## config.mk

```make
export PLATFORM = sky130hd
export DESIGN_NAME = mix_columns_seq
export DESIGN_NICKNAME = d
export VERILOG_FILES = /design/src/rtl/aes_pkg.sv /design/src/rtl/mixcol_column.sv /design/src/rtl/mix_columns_seq.sv
export SDC_FILE = /design/constraint.sdc
export NUM_CORES = 1
export LEC_CHECK = 0
export ABC_CLOCK_PERIOD_IN_PS = 4100
export CORE_UTILIZATION = 39
export DETAILED_ROUTE_END_ITERATION = 8
export GPL_ROUTABILITY_DRIVEN = 0
export HOLD_SLACK_MARGIN = 0.03
export PLACE_DENSITY = 0.68
export SYNTH_ARGS = -nofsm -noshare
export SYNTH_HDL_FRONTEND = slang
export SYNTH_SLANG_ARGS = --single-unit
```

## constraint.sdc

```tcl
create_clock -name CLK -period 4.1 [get_ports CLK]
set_input_delay 0.82 -clock CLK [delete_from_list [all_inputs] [get_ports CLK]]
set_output_delay 0.82 -clock CLK [all_outputs]
set_load 0.01 [all_outputs]
```

## src/rtl/aes_pkg.sv

```systemverilog
// Shared AES definitions for the MixColumns datapath: reduction polynomial,
// byte/column/state types, GF(2^8) doubling and the sequencer FSM encoding.
package aes_pkg;

    localparam logic [7:0] AES_POLY = 8'h1B;

    typedef logic [7:0]   aes_byte_t;
    typedef logic [31:0]  aes_col_t;
    typedef logic [127:0] aes_state_t;

    typedef enum logic [1:0] {
        ST_IDLE = 2'd0,
        ST_CALC = 2'd1,
        ST_DONE = 2'd2
    } mc_state_e;

    // Multiply by x in GF(2^8); fold the carried-out bit back with the polynomial.
    function automatic aes_byte_t xtime(input aes_byte_t b);
        return {b[6:0], 1'b0} ^ (b[7] ? AES_POLY : 8'h00);
    endfunction

endpackage

```

## src/rtl/mixcol_column.sv

```systemverilog
// One-column MixColumns transform, purely combinational.
// Build option MIXCOL_INV_EN adds the InvMixColumns path selected by mode;
// without it only the forward matrix exists and mode is ignored.
module mixcol_column
    import aes_pkg::*;
(
    input  aes_col_t col_in,
    input  logic     mode,
    output aes_col_t col_out
);

    aes_byte_t a  [4];
    aes_byte_t x2 [4];
    aes_byte_t fwd[4];

`ifdef MIXCOL_INV_EN
    aes_byte_t x4 [4];
    aes_byte_t x8 [4];
    aes_byte_t inv[4];
`else
    logic unused_mode;
    assign unused_mode = mode;
`endif

    for (genvar r = 0; r < 4; r++) begin : g_row
        localparam int R1 = (r + 1) % 4;
        localparam int R2 = (r + 2) % 4;
        localparam int R3 = (r + 3) % 4;

        // Row 0 sits in the column's most significant byte.
        assign a[r]   = col_in[31-8*r -: 8];
        assign x2[r]  = xtime(a[r]);
        // 2*a_r ^ 3*a_r+1 ^ a_r+2 ^ a_r+3
        assign fwd[r] = x2[r] ^ x2[R1] ^ a[R1] ^ a[R2] ^ a[R3];

`ifdef MIXCOL_INV_EN
        assign x4[r]  = xtime(x2[r]);
        assign x8[r]  = xtime(x4[r]);
        // 0E = 8+4+2, 0B = 8+2+1, 0D = 8+4+1, 09 = 8+1
        assign inv[r] = (x8[r]  ^ x4[r]  ^ x2[r])
                      ^ (x8[R1] ^ x2[R1] ^ a[R1])
                      ^ (x8[R2] ^ x4[R2] ^ a[R2])
                      ^ (x8[R3] ^ a[R3]);
        assign col_out[31-8*r -: 8] = mode ? inv[r] : fwd[r];
`else
        assign col_out[31-8*r -: 8] = fwd[r];
`endif
    end

endmodule

```

## src/rtl/mix_columns_seq.sv

```systemverilog
// Sequential AES MixColumns: accepts a 128-bit state, transforms LANES
// columns per cycle (column 0 first), then presents the result until taken.
// LANES must be 1, 2 or 4. Build option MIXCOL_INV_EN enables IN_MODE=1
// (InvMixColumns); otherwise IN_MODE is ignored and only forward is built.
module mix_columns_seq
    import aes_pkg::*;
#(
    parameter int LANES = 1
) (
    input  logic         CLK,
    input  logic         RST,
    input  logic         IN_VALID,
    output logic         IN_READY,
    input  logic         IN_MODE,
    input  logic [127:0] IN_STATE,
    output logic         OUT_VALID,
    input  logic         OUT_READY,
    output logic [127:0] OUT_STATE
);

    localparam int         GROUPS   = 4 / LANES;
    localparam logic [1:0] LAST_GRP = 2'(GROUPS - 1);

    mc_state_e state_q, state_d;
    logic [1:0] grp_q;
    logic       mode_q;
    logic       out_valid_q;

    // Ascending packed index: data_q[0] is column 0, i.e. bits 127:96.
    logic [0:3][31:0] data_q;
    logic [0:3][31:0] calc_d;

    logic [1:0]                  base;
    logic [LANES-1:0][1:0]       lane_idx;
    aes_col_t [LANES-1:0]        lane_in;
    aes_col_t [LANES-1:0]        lane_out;

`ifndef MIXCOL_INV_EN
    logic unused_in_mode;
    assign unused_in_mode = IN_MODE;
`endif

    // First column of the group being processed this cycle.
    assign base = 2'(grp_q * LANES);

    for (genvar l = 0; l < LANES; l++) begin : g_lane
        assign lane_idx[l] = base + 2'(l);
        assign lane_in[l]  = data_q[lane_idx[l]];

        mixcol_column u_col (
            .col_in  (lane_in[l]),
            .mode    (mode_q),
            .col_out (lane_out[l])
        );
    end

    // Column c is owned by lane c%LANES and rewritten during group c/LANES.
    for (genvar c = 0; c < 4; c++) begin : g_col
        localparam logic [1:0] GRP_C  = 2'(c / LANES);
        localparam int         LANE_C = c % LANES;
        assign calc_d[c] = (grp_q == GRP_C) ? lane_out[LANE_C] : data_q[c];
    end

    // FSM state register.
    always_ff @(posedge CLK or posedge RST) begin
        if (RST) state_q <= ST_IDLE;
        else     state_q <= state_d;
    end

    // FSM next-state logic; DONE only releases once the result is actually visible.
    always_comb begin
        state_d = state_q;
        case (state_q)
            ST_IDLE: if (IN_VALID)                  state_d = ST_CALC;
            ST_CALC: if (grp_q == LAST_GRP)         state_d = ST_DONE;
            ST_DONE: if (out_valid_q && OUT_READY)  state_d = ST_IDLE;
            default:                                state_d = ST_IDLE;
        endcase
    end

    // FSM outputs; the result bus is forced to zero when nothing is offered.
    always_comb begin
        IN_READY  = (state_q == ST_IDLE);
        OUT_VALID = out_valid_q;
        OUT_STATE = out_valid_q ? data_q : '0;
    end

    // Datapath: capture on accept, rewrite one column group per CALC cycle,
    // and raise OUT_VALID from a flop one cycle after entering DONE.
    always_ff @(posedge CLK or posedge RST) begin
        if (RST) begin
            data_q      <= '0;
            mode_q      <= 1'b0;
            grp_q       <= 2'd0;
            out_valid_q <= 1'b0;
        end else begin
            if (state_q == ST_IDLE && IN_VALID) begin
                data_q <= IN_STATE;
`ifdef MIXCOL_INV_EN
                mode_q <= IN_MODE;
`else
                mode_q <= 1'b0;
`endif
                grp_q  <= 2'd0;
            end
            if (state_q == ST_CALC) begin
                data_q <= calc_d;
                grp_q  <= (grp_q == LAST_GRP) ? 2'd0 : grp_q + 2'd1;
            end
            out_valid_q <= (state_q == ST_DONE) && !(out_valid_q && OUT_READY);
        end
    end

endmodule
```

Word-level counts from Yosys, hierarchy flattened
Index checks and enable logic that the tools add are counted.
Storage, ports and cells
  output and inout bits: 130
  word-level logic and storage cells: 74
  input port bits: 133
  register bits after elaboration: 133
Cells by class
  reductions and logical operators: 12
  eq/ne operators: 11
  bitwise logic cells: 21
  order comparisons: 1
  mux-type cells: 21
  add/sub/neg operators: 1
Operator list (number)
  $mux 128: 3
  $mux 32: 6
  $xor 8x8->8: 20
  $bmux 32 s2: 1
  $mux 5: 4
  $mux 2: 6
  $ne 2x2->1 const B: 6
  $reduce_and 2->1: 4
  $eq 2x2->1 const B: 3
  $pmux 2 s3: 1
  $eq 2x1->1 const B: 2
  $logic_not 2->1: 2
  $ge 3x3->1 const B: 1
  $logic_and 1x1->1: 3
  $not 2->3: 1
  $reduce_and 3->1: 1
  $add 2x1->2 const B: 1
  $reduce_bool 2->1: 1
  $logic_not 1->1: 1

Longest topological paths before layout
Gate-level depths: netlist of run 1.
  depth after elaboration: 12
  depth in mapped cells: 10
  depth with buffers taken out: 6

Hierarchy
A second synthesis of run 1 with hierarchy kept.
Unflattened totals
  cells, all modules: 879
  area total of the unflattened synthesis: 9482.8 µm²
By module, submodules not included
  mix_columns_seq: cells each 795, area an instance 8139.1 µm², times used 1, sequential area each 3328.2 µm²
  mixcol_column: cells each 84, area an instance 1343.8 µm², times used 1, sequential area each 0.0 µm²

Worst setup path after synthesis of run 1
No wires, ideal clock.
  path kind: flip-flop to flip-flop
  from: register grp_q[0]
  to: register data_q[101] in the netlist's numbering
  path slack: 1.711 ns
  cell stages (with the launch flop): 11
  data arrival time: 2.253 ns
  required time: 3.964 ns
  period minus slack after synthesis: 2.389 ns
  library setup time: 0.136 ns
  buffers on the path: 4
  path through: dfrtp_1 -> buf_6 -> buf_12 -> buf_4 -> inv_1 -> ha_1 -> nand2_1 -> a21oi_1 -> clkbuf_1 -> mux2i_1 -> o21ai_0
On the way
  cells in the longest elaborated chain, start to end: 11
  elaborated cells on any way between the ends: 15
  classes of those cells: eq/ne: 1; mux: 5; bitwise: 7; reduce/logical: 2
Ends and longest elaborated chain
  start: declaration: line mix_columns_seq.sv:25  | logic [1:0] grp_q;
  start signal: assignment: line mix_columns_seq.sv:108  | grp_q <= (grp_q == LAST_GRP) ? 2'd0 : grp_q + 2'd1;
  $not 2->3 (implied by the code): line mix_columns_seq.sv:48  | assign lane_in[l] = data_q[lane_idx[l]];
  $bmux 32 s2: line mix_columns_seq.sv:48
  $mux 32 (implied by the code) (2 in series): line mix_columns_seq.sv:48
  $xor 8x8->8: line aes_pkg.sv:19  | return {b[6:0], 1'b0} ^ (b[7] ? AES_POLY : 8'h00);
  $xor 8x8->8 (4 in series): line mixcol_column.sv:34  | assign fwd[r] = x2[r] ^ x2[R1] ^ a[R1] ^ a[R2] ^ a[R3];
  $mux 32: line mix_columns_seq.sv:61  | assign calc_d[c] = (grp_q == GRP_C) ? lane_out[LANE_C] : data_q[c];
  $mux 128: line mix_columns_seq.sv:106  | if (state_q == ST_CALC) begin
  end signal: assignment: line mix_columns_seq.sv:107  | data_q <= calc_d;
  end: declaration: line mix_columns_seq.sv:30  | logic [0:3][31:0] data_q;
Parallel ways exist; a longest one is shown, timed or not. The select of a mux whose other input is x is not followed.
A chain may end at the register's enable or synchronous reset.

Worst setup path in the final report of run 1
  from: register out_valid_q (netlist: OUT_VALID)
  to: output port OUT_STATE[22]
On the way
  cells in the longest elaborated chain, start to end: 1
Ends and longest elaborated chain
  start: declaration: line mix_columns_seq.sv:27  | logic out_valid_q;
  start signal: assignment: line mix_columns_seq.sv:110  | out_valid_q <= (state_q == ST_DONE) && !(out_valid_q && OUT_READY);
  $mux 128: line mix_columns_seq.sv:85  | OUT_STATE = out_valid_q ? data_q : '0;
  end: declaration: line mix_columns_seq.sv:18  | output logic [127:0] OUT_STATE
No other way between the ends.

==> reports/summary.txt, run 1 <==
H-tree Lvls = 4
worst min-delay path category = register to register
FF+latch count, synth = 133
IO Port Bufs = 261
I/O pin cnt = 263
clk sinks = 133
first-pass GRT wire length = 44.2 mm
post_cts resized = 0
proportion of layout cells with a drive suffix above 1 = 9.06%
crit start category = register
Min Hold Slack = 513 ps
routed wire length = 29.3 mm
Via density = 5.17
post-route setup TNS = 0 ps
Initial Utilization = 39.9%
post-synth top area share = 35.4%
Max-Cap Viols = 0
CTS Buf Count = 17
Netlist Area Pre-Place = 9400 um2
post-CTS setup buffer count = 0
Mapped Cells = 846
Final Skew = 8.03 ps
required time of the critical path = 3280 ps
final worst-path cycle share = 75.4%
crit-path max FO = 34
CTS tree = done
Layout area overhead = 38.0%
Core Rows = 56
most frequent cells in the layout = clkdlybuf4s50_1, and2_1, dfrtp_1, mux2i_1, o21ai_1
slew margin rel. = 26.5%
vias in the first global route = 7430
Die Wd = 157 um
Reg clk slew, reported paths = 60 ps
Vert. Die Dim = 157 um
CP Capture Type = output pin
fin crit period = 3090 ps
asr flop ratio synth = 100%
final-report setup violation count = 0
Main synth FF type = dfrtp_1
die footprint = 24700 um2
worst-margin pin slew = 1100 ps
Final Util = 55.1%
drc violations = 0
Core ar. = 23500 um2
total gr overflow = 0
Layout Nets = 1218
status = finished, final reports clean
unrepaired setup endpoints after global routing = false
leading area contributor after synthesis = dfrtp_1
via count = 7299
Hold-fix buffers, CTS = 0
cell-by-cell trace of the critical path = buf_4 -> and2_1 -> clkdlybuf4s50_1
most common cell after layout, fill and taps aside = clkdlybuf4s50_1
Fin. Hold Viols = 0
Clock Root Buffer = clkbuf_16
clk_lat worst skew = 420 ps
remaining antenna violation count = 0
Area contributors post-synth = dfrtp_1, and2_1, mux2i_1, xnor3_1, mux4_2
Synth Warn # = 0
initial DRC count = 414
fmax = 0.323 GHz
Distinct cells, synth = 28
number of synthesized flops with an enable pin = 0
Final Max Slew Viols = 0
Pre-antenna DRT Iters = 4
sequential share of the synthesized area = 35.4%
Critical Path AT = 2270 ps
Crit Path Class = register to output pin
syn nets = 983
slowest stage delay, CP = 680 ps
Total GRT Usage = 24.2%
initial antenna violation count = 0
ANT cells = 0
HPWL Detailed = 20.9 mm
Avg Cell Area, Syn = 11.1 um2
Clock Path Buffers = 2
pin count of the biggest net entering global routing = 130
wire length per cell after detailed routing = 20.8 um
slowest CP cell = dfrtp_2
-- state kept, by name, summed over array words and instances (netlist names) --
register,cells
data_q,128
state_q,2
OUT_VALID,1
grp_q,2
-- layer usage --
metal | GRT usage, % | vias to the layer above | wire length [um]
li1 | - | 3399 | -
met1 | 32.8 | 3663 | 13300
met2 | 40.3 | 216 | 14200
met3 | 4.41 | 21 | 1570
met4 | 5.55 | 0 | 308
met5 | 0 | - | 0
-- area by class of cell --
type	count	area, um2
clock buffer	18	439
fill	2121	10600
timing repair buffer	280	2790
tap	319	399
clock inverter	13	181
multi-input combinational	645	5800
sequential	133	3330
inverter	4	18.8
-- critical path: cells and delay by family (launching register included) --
kind	cells	cell delay [ps]
buffers and inverters	2	930
AND/OR/NAND/NOR	1	240
flip-flops	1	680
-- metrics by stage --
stage	cells	setup WS, ps	cell area, um2
2_1_floorplan	846	1630	9400
3_3_place_gp	1381	1070	12300
3_5_place_dp	1381	1050	12300
4_1_cts	1412	1020	13000
5_1_grt	1412	891	13000
6_report	1412	1010	13000
-- kinds of logic (layout without fill, tap and decap cells) --
kind of cell,count (synthesis),after routing,share of synthesized area (%)
adders and majority gates,4,4,0.533
muxes,160,160,21.3
DFF,133,133,35.4
xor gates and xnor gates,73,73,14.2
buffers and inverters,68,315,3.40
AOI/OAI and AO/OA,138,138,7.47
and+or+nand+nor,270,270,17.7
-- worst paths after layout --
kind	to	slack, ps	startpoint	cells past startpoint
worst min register to register	data_q[119]	510	data_q[119]	2
min in group asynchronous	data_q[30]	890	RST	2
max in group asynchronous	data_q[51]	2340	RST	3
worst min-delay path	data_q[119]	510	data_q[119]	2
worst max register to register	data_q[62]	1150	grp_q[0]	5
worst max-delay path	OUT_STATE[22]	1010	OUT_VALID	3
-- Yosys cell counts, drive strengths merged, types with 3 or more instances --
| cell type | number |
|---|---|
| a21oi | 5 |
| and2 | 256 |
| buf | 10 |
| clkbuf | 54 |
| dfrtp | 133 |
| ha | 4 |
| inv | 4 |
| mux2i | 128 |
| mux4 | 32 |
| nand2 | 9 |
| nand2b | 3 |
| o21ai | 129 |
| xnor2 | 20 |
| xnor3 | 33 |
| xor2 | 12 |
| xor3 | 8 |
Power of run 1 is left out: the tool's default activity adds up to more than one toggle a clock period on the data nets, which glitch-free logic cannot reach.
==> inputs of run 2 (changes only) <==
- ABC_CLOCK_PERIOD_IN_PS: 4100 -> 2900
- PLACE_DENSITY: 0.68 -> 0.65
- clock period: 4.1 -> 2.9 ns (I/O delays scaled with it)
==> run 2 against run 1 <==
Highest routed layer unchanged. Wire length grew 1.7%. Cell area grew 1.6%. Flip-flop and latch count is the same. Register-to-register slack lost 850 ps. Global-route usage grew 0.60 points. Clock-buffer cell count grew 4. Via count grew 0.86%. Critical path depth is the same. Critical path type unchanged. Non-clock buffer count grew 13. Setup slack lost 880 ps. Hold slack gained 1.2 ps.
==> reports/summary.txt, run 2 (synthesized netlist as in run 1, its figures left out) <==
status = finished, final reports clean (unchanged)
Largest regs = data_q (128), grp_q (2), state_q (2) (unchanged)
proportion of layout cells with a drive suffix above 1 = 10.1% (was 9.06%)
Crit Path Class = register to output pin (unchanged)
first-pass GRT wire length = 45.1 mm (was 44.2 mm)
Largest Register = data_q (unchanged)
via count = 7362 (was 7299)
Total GRT Usage = 24.8% (was 24.2%)
fin crit period = 2770 ps
cell-by-cell trace of the critical path = buf_12 -> and2_1 -> clkdlybuf4s50_1 (was buf_4 -> and2_1 -> clkdlybuf4s50_1)
pin count of the biggest net entering global routing = 66 (was 130)
max reg flops = 128 (unchanged)
Clock Root Buffer = clkbuf_16 (unchanged)
slew margin rel. = 44.5% (was 26.5%)
post_cts resized = 0 (unchanged)
CTS Buf Count = 17 (unchanged)
Core ar. = 23500 um2 (unchanged)
CTS tree = done (unchanged)
Critical Path AT = 2190 ps (was 2270 ps)
crit start category = register (unchanged)
Pre-antenna DRT Iters = 4 (unchanged)
initial DRC count = 409 (was 414)
remaining antenna violation count = 0 (unchanged)
vias in the first global route = 7665 (was 7430)
worst min-delay path category = register to register (unchanged)
clk_lat worst skew = 420 ps (about the same)
worst path bufs/invs = 2 (unchanged)
Fin. Hold Viols = 0 (unchanged)
HPWL Detailed = 21.8 mm (was 20.9 mm)
total gr overflow = 0 (unchanged)
crit-path leading delay family = buffers and inverters (unchanged)
slowest CP cell = dfrtp_2 (unchanged)
Core Rows = 56 (unchanged)
slowest stage delay, CP = 690 ps (was 680 ps)
Vert. Die Dim = 157 um (unchanged)
most frequent cells in the layout = clkdlybuf4s50_1, and2_1, dfrtp_1, mux2i_1, o21ai_1 (unchanged)
unrepaired setup endpoints after global routing = false (unchanged)
Layout area overhead = 40.2% (was 38.0%)
Final Skew = 10.6 ps (was 8.03 ps)
Initial Utilization = 39.9% (unchanged)
FILL cells = 2124 (was 2121)
CP Capture Type = output pin (unchanged)
Final Util = 55.9% (was 55.1%)
final-report setup violation count = 0 (unchanged)
worst-margin pin slew = 830 ps (was 1100 ps)
Hold-fix buffers, CTS = 0 (unchanged)
initial antenna violation count = 0 (unchanged)
Via density = 5.16 (was 5.17)
Clock Path Buffers = 2 (unchanged)
clk sinks = 133 (unchanged)
H-tree Lvls = 4 (unchanged)
I/O pin cnt = 263 (unchanged)
ANT cells = 0 (unchanged)
most common cell after layout, fill and taps aside = clkdlybuf4s50_1 (unchanged)
post-route setup TNS = 0 ps (unchanged)
Reg clk slew, reported paths = 60 ps (about the same)
IO Port Bufs = 261 (unchanged)
post-CTS setup buffer count = 0 (unchanged)
fmax = 0.360 GHz
crit-path max FO = 63 (was 34)
Final Max Slew Viols = 0 (unchanged)
required time of the critical path = 2320 ps (was 3280 ps)
Layout Nets = 1231 (was 1218)
drc violations = 0 (unchanged)
multi-input logic area = 5800 um2 (unchanged)
final worst-path cycle share = 95.7%
Max-Cap Viols = 0 (unchanged)
Die Wd = 157 um (unchanged)
routed wire length = 29.8 mm (was 29.3 mm)
wire length per cell after detailed routing = 20.9 um (was 20.8 um)
register area = 3330 um2 (unchanged)
die footprint = 24700 um2 (unchanged)
run 2: final cells by class:
type / instances / share of cell area (%)
clock buffers: 22 / 3.68
repair buffers: 293 / 22.9
well taps: 319 / 3.03
clock inverters: 10 / 0.912
flip-flops and latches: 133 / 25.3
inverters: 4 / 0.143
multi-input cells: 645 / 44.0
run 2: worst paths after layout:
path | to | cells after the start | start | slack, ps
setup / recovery | OUT_STATE[22] | 3 | OUT_VALID | 130
hold / removal | data_q[55] | 2 | data_q[55] | 510
setup reg to reg | data_q[49] | 5 | grp_q[0] | 300
hold reg to reg | data_q[55] | 2 | data_q[55] | 510
max in group asynchronous | data_q[22] | 3 | RST | 1550
min in group asynchronous | data_q[65] | 2 | RST | 660
run 2: tightest hold or removal path, cell delays in order (launching register included):
cell     delay (ps)
dfrtp_1         360
mux2i_1          60
o21ai_0          60
run 2: per-layer routing:
metal	share of wire, %	track usage, %	wire length (um)
met4	1.5	6.70	443
met1	45	33.5	13400
met3	5.6	4.43	1660
met2	48	41.0	14400
met5	0	0	0
run 2: per-stage QoR:
step | hold WS (ps) | setup WS, ps | cell area, um2 | instances
after floorplan | 475 | 511 | 9400 | 846
final | 514 | 125 | 13200 | 1426
after detailed placement | 505 | 324 | 12600 | 1394
after global placement | 495 | 339 | 12600 | 1394
after CTS | 518 | 72.6 | 13200 | 1426
after global routing | 534 | 6.92 | 13200 | 1426
Power of run 2 is left out for the same reason.
==> inputs of run 3 (changes only) <==
- GPL_TIMING_DRIVEN: not set -> 0
==> run 3 against run 2 <==
Register-to-register slack worse by 250 ps. Highest routed layer unchanged. Cell area down 0.20%. Utilization down 0.11 points. Critical path depth up 4. Critical path type is now input port to register.
==> reports/summary.txt, run 3 (synthesized netlist as in run 1, its figures left out) <==
first-pass GRT wire length = 51.0 mm (was 45.1 mm)
CP Capture Type = register (was output pin)
HPWL Detailed = 25.7 mm (was 21.8 mm)
status = finished, final reports clean (unchanged)
Total GRT Usage = 28.8% (was 24.8%)
post-route setup TNS = 0 ps (unchanged)
pin count of the biggest net entering global routing = 41 (was 66)
initial antenna violation count = 0 (unchanged)
fin crit period = 2850 ps (was 2770 ps)
finished layout cell area = 13100 um2 (was 13200 um2)
worst-margin pin slew = 927 ps (was 830 ps)
clk_lat worst skew = 430 ps (was 420 ps)
most frequent cells in the layout = clkdlybuf4s50_1, and2_1, dfrtp_1, mux2i_1, o21ai_1 (unchanged)
Clock Path Buffers = 2 (unchanged)
Worst Hold Depth = 2 (unchanged)
R2R Path Start = grp_q[1] (was grp_q[0])
total gr overflow = 0 (unchanged)
initial DRC count = 473 (was 409)
drc violations = 0 (unchanged)
Fin. Hold Viols = 0 (unchanged)
endpoint of the worst hold path = data_q[122] (was data_q[55])
met2 routed WL = 16.4 mm (was 14.4 mm)
Met3 Wirelength = 2.34 mm (was 1.66 mm)
Layout area overhead = 39.9% (was 40.2%)
most common cell after layout, fill and taps aside = clkdlybuf4s50_1 (unchanged)
Vert. Die Dim = 157 um (unchanged)
I/O pin cnt = 263 (unchanged)
routed wire length = 34.7 mm (was 29.8 mm)
Clock Root Buffer = clkbuf_16 (unchanged)
r2r endpoint = data_q[77] (was data_q[49])
worst path bufs/invs = 3 (was 2)
unrepaired setup endpoints after global routing = true (was false)
vias in the first global route = 7966 (was 7665)
worst min-delay path category = register to register (unchanged)
wire length per cell after detailed routing = 23.8 um (was 20.9 um)
Levels on crit path = 7 (was 3)
Largest Register = data_q (unchanged)
CTS tree = done (unchanged)
crit start category = input port (was register)
Final Skew = 6.76 ps (was 10.6 ps)
die footprint = 24700 um2 (unchanged)
crit-path max FO = 10 (was 63)
crit-path leading delay family = buffers and inverters (unchanged)
Pre-antenna DRT Iters = 7 (was 4)
R2R Setup Slk = 50 ps (was 300 ps)
Largest regs = data_q (128), grp_q (2), state_q (2) (unchanged)
fmax = 0.350 GHz (was 0.360 GHz)
Layout Nets = 1265 (was 1231)
met1 WL = 15.3 mm (was 13.4 mm)
slew margin rel. = 38.2% (was 44.5%)
Final Max Slew Viols = 0 (unchanged)
remaining antenna violation count = 0 (unchanged)
Hold-fix buffers, CTS = 0 (unchanged)
Min Hold Slack = 519 ps (was 514 ps)
slowest CP cell = buf_1 (was dfrtp_2)
max reg flops = 128 (unchanged)
Initial Utilization = 39.9% (unchanged)
highest routed layer = met4 (unchanged)
H-tree Lvls = 4 (unchanged)
Core Rows = 56 (unchanged)
slowest stage delay, CP = 760 ps (was 690 ps)
Core ar. = 23500 um2 (unchanged)
Die Wd = 157 um (unchanged)
cell-by-cell trace of the critical path = clkdlybuf4s50_1 -> nand2b_1 -> clkbuf_1 -> a21oi_1 -> buf_1 -> mux2i_1 -> o21ai_0 (was buf_12 -> and2_1 -> clkdlybuf4s50_1)
clk sinks = 133 (unchanged)
DP Area = 12500 um2 (was 12600 um2)
proportion of layout cells with a drive suffix above 1 = 10.3% (was 10.1%)
Critical Path AT = 3140 ps (was 2190 ps)
Reg clk slew, reported paths = 60 ps (about the same)
Reg2Reg Depth = 7 (was 5)
CTS Buf Count = 17 (unchanged)
Max-Cap Viols = 0 (unchanged)
Via density = 5.31 (was 5.16)
required time of the critical path = 3190 ps (was 2320 ps)
final worst-path cycle share = 98.4% (was 95.7%)
hold path startpoint = data_q[122] (was data_q[55])
via count = 7747 (was 7362)
post-CTS setup buffer count = 0 (unchanged)
final-report setup violation count = 0 (unchanged)
Crit Path Class = input port to register (was register to output pin)
IO Port Bufs = 261 (unchanged)
ANT cells = 0 (unchanged)
-- run 3: cell types whose count changed in the layout (fill, tap and decap cells not counted), moves of 3 or more --
cell      change
clkbuf_1     +26
clkbuf_2     +25
buf_4        -17
buf_12        -9
buf_6         +5
clkinv_2      +4
xor2_1        -4
a21oi_4       -3
dfrtp_1       +3
dfrtp_2       -3
xor2_2        +3
-- run 3: worst max path at each step --
| stage | startpoint | endpoint |
|---|---|---|
| after floorplan | grp_q[0] | data_q[101] |
| final | IN_VALID | data_q[23] |
| after global placement | RST | data_q[14] |
| after detailed placement | grp_q[1] | data_q[123] |
| after global routing | IN_VALID | data_q[26] |
| after CTS | grp_q[1] | data_q[38] |
-- run 3: timing repair --
action | 4_1_cts | 5_1_grt
endpoints found under the hold margin | 0 | 0
gates resized for setup | 23 | 20
pin swaps | 0 | 0
endpoints found under the setup margin | 201 | 72
-- run 3: routing by layer --
metal | track usage, % | vias up
met3 | 4.49 | 41
met5 | 0 | -
met2 | 47.1 | 351
met1 | 39.8 | 3876
li1 | - | 3479
met4 | 7.21 | 0
-- run 3: metrics by stage --
| step | util, % | setup WS, ps | instances |
|---|---|---|---|
| 5_1_grt | 55.8 | -48.2 | 1460 |
| 3_3_place_gp | 52.7 | -677 | 1426 |
| 4_1_cts | 55.6 | 1.38 | 1461 |
| 6_report | 55.8 | 45.4 | 1460 |
| 3_5_place_dp | 53.0 | -340 | 1429 |
| 2_1_floorplan | - | 511 | 846 |
-- run 3: tightest hold or removal path: stages (launching register included) --
cell	delay [ps]
dfrtp_1	360
mux2i_1	70
o21ai_0	60
-- run 3: final cells by class --
type	instances	area [um2]
plain buffers	63	332
clock buffers	19	453
clock inverters	13	133
fillers	2081	10400
inverters	4	18.8
multi-input cells	645	5810
flip-flops and latches	133	3330
well taps	319	399
repair buffers	264	2670
Power of run 3 is left out for the same reason.
==> patch, RTL diff (flow settings as in run 2) <==
Build with the macro `MIXCOL_INV_EN` defined.
--- a/src/rtl/mixcol_column.sv
+++ b/src/rtl/mixcol_column.sv
@@ -1,6 +1,8 @@
 // One-column MixColumns transform, purely combinational.
 // Build option MIXCOL_INV_EN adds the InvMixColumns path selected by mode;
 // without it only the forward matrix exists and mode is ignored.
+`define MIXCOL_INV_EN
+
 module mixcol_column
     import aes_pkg::*;
 (
Formal check against the unedited RTL: not equivalent (Yosys sat finds a counterexample within 10 cycles, from zero or initial values and one cycle with RST high).
==> patch against run 2 <==
  * Cell area up 25%
  * Global-route usage up 6.3 points
  * Area after synthesis up 6.8%
  * Wire length up 41%
  * Largest cell class unchanged
  * Setup slack worse by 480 ps
  * Sequential cell count up 1
  * Critical endpoint is now data_q[75]
  * The flow now finishes with violations (setup timing)
Power is left out: the tool's default activity adds up to more than one toggle a clock period on the data nets, which glitch-free logic cannot reach.
==> patch: results (changes against run 2) <==
stage,metric,value,unit,change
place,dp_slack,-370,ps,-694 ps
logic_synthesis,synthesis.nets,1209,,+23%
global_routing,grt_max_degree,102,,+55%
timing,hold_ws,444,ps,-70.1 ps
global_routing,track_usage,31.2,%,+6.3 points
hold_path,hold_path_class,in -> async,,
routing,drtIter0Drc,902,,+120%
layout,post_route_cells_drive_above_1_share,31.6,%,+21 points
clock_tree,cts-root-buf,clkbuf_16,,
setup_path,critPathArrivalTime,3570,ps,+1380 ps
global_routing,grt_pass1_wl,60800,microns,+35%
place,dpl_cell_area,14300,sq um,+14%
setup_path,ff2ff_path_depth,11,,+6
logic_synthesis,synth_commonest_cells,"138 x xnor2_1, 134 x dfrtp_1, 129 x and2_1",,
outcome,status,"finished, violations left",,
logic_synthesis,synth_area_leaders,"dfrtp_1 33%, xnor2_1 12%, and2_1 8.0%",,
clock_tree,clk_pin_slew,70,ps,
layout,fillers,1883,,-11%
timing,slew_headroom,60.8,%,+16 points
clock_tree,cts_made_buffers,17,,unchanged
place,post-dp-hpwl,30300,microns,+39%
clock_tree,cts_max_level,4,,unchanged
logic_synthesis,yosysSeqAreaShare,33.4,%,-2.0 points
place,io_buffers,262,,+0.38%
setup_path,cp_max_fo,6,,-90%
timing,layout_setup_ws,-357,ps,-482 ps
logic_synthesis,ys_warn_count,0,,unchanged
timing,setup_viol,113,,+113
clock_tree,clk_latency,440,ps,+20 ps
outcome,violations,setup timing,,
logic_synthesis,ys_types,50,,+79%
routing,viasPerCell,5.53,,+7.0%
layout,nets,1651,,+34%
layout,top_regs,"data_q (128), grp_q (2), state_q (2)",,
clock_tree,cts_buffer_depth,2,,unchanged
setup_path,r2r-start,grp_q[1],,
setup_path,r2r_end,data_q[75],,
global_routing,grt_pass1_vias,10200,,+33%
logic_synthesis,synth-async-reset-ratio,100,%,unchanged
routing,dr.pass1.iters,6,,+2
layout,antenna_cells,0,,unchanged
global_routing,grt_antenna_before_repair,0,,unchanged
timing,finClkSkew,12.0,ps,+1.44 ps
routing,wl,42200,microns,+41%
## patch: cell count changes in the layout (fill, tap and decap cells not counted), sizes merged, moves of 16 or more
| cell | before | now |
|---|---|---|
| buf | 32 | 241 |
| xnor2 | 20 | 154 |
| and2 | 256 | 129 |
| mux2i | 128 | 5 |
| nor2 | 1 | 117 |
| nand2 | 9 | 115 |
| o21ai | 129 | 29 |
| a21oi | 5 | 83 |
| a31oi | 0 | 45 |
| o31ai | 1 | 25 |
| xor2 | 12 | 35 |
| o22ai | 0 | 19 |
| xnor3 | 33 | 17 |
## patch: worst max-delay path: stages, from the launching register on
cell	delay (ps)
dfrtp_2	410
buf_12	150
buf_4	140
mux4_2	550
buf_12	160
xor2_4	150
xnor3_2	500
xnor2_4	240
xnor3_1	270
mux2i_2	260
xnor2_2	190
a21oi_1	100
## patch: how the worst max path moves through the flow
stage                   from          end  slack, ps  depth (start not counted)
floorplan           grp_q[1]   data_q[60]       -140                         11
global placement    grp_q[1]  data_q[102]       -320                         10
detailed placement  grp_q[1]    data_q[6]       -370                         10
CTS                 grp_q[1]  data_q[100]       -280                         11
global route        grp_q[1]   data_q[43]       -440                         11
finish              grp_q[1]   data_q[75]       -360                         11
## patch: timing repair
item	in CTS	in global routing
pin swaps	80	68
setup endpoints to repair	113	125
buffers inserted	34	28
resized for setup	110	90
## patch: per-stage QoR
| step | util (%) | cells | TNS [ps] |
|---|---|---|---|
| 2_1_floorplan | - | 1072 | -3150 |
| 3_3_place_gp | 56.9 | 1766 | -18990 |
| 3_5_place_dp | 56.9 | 1766 | -23260 |
| 4_1_cts | 62.6 | 1831 | -16740 |
| 5_1_grt | 65.5 | 1857 | -33000 |
| 6_report | 65.5 | 1857 | -23740 |
## patch: layer usage
metal	track usage, %	part of all wire (%)	wire length (microns)
met5	0	0	0
met3	6.21	7.2	3040
met2	50.0	49	20500
met4	10.5	3.2	1350
met1	41.9	41	17300
## patch: kinds of logic after synthesis
logic type	count (synthesis)	share of synthesized area (%)
multiplexers	38	8.13
adder cells (fa/ha/maj)	4	0.499
flip-flops	134	33.4
buffers and inverters	85	4.14
AND/OR/NAND/NOR	387	18.3
XOR/XNOR	209	22.7
AO/OA/AOI/OAI	215	12.8
## patch: layout make-up
type	instances	area, sq um	area share (%)
Clock buffer	18	429	2.60
Clock inverter	14	165	1.00
Inverter	5	22.5	0.137
Timing Repair Buffer	503	4720	28.6
Tap cell	330	413	2.50
Multi-Input combinational cell	853	7380	44.7
Sequential cell	134	3360	20.4
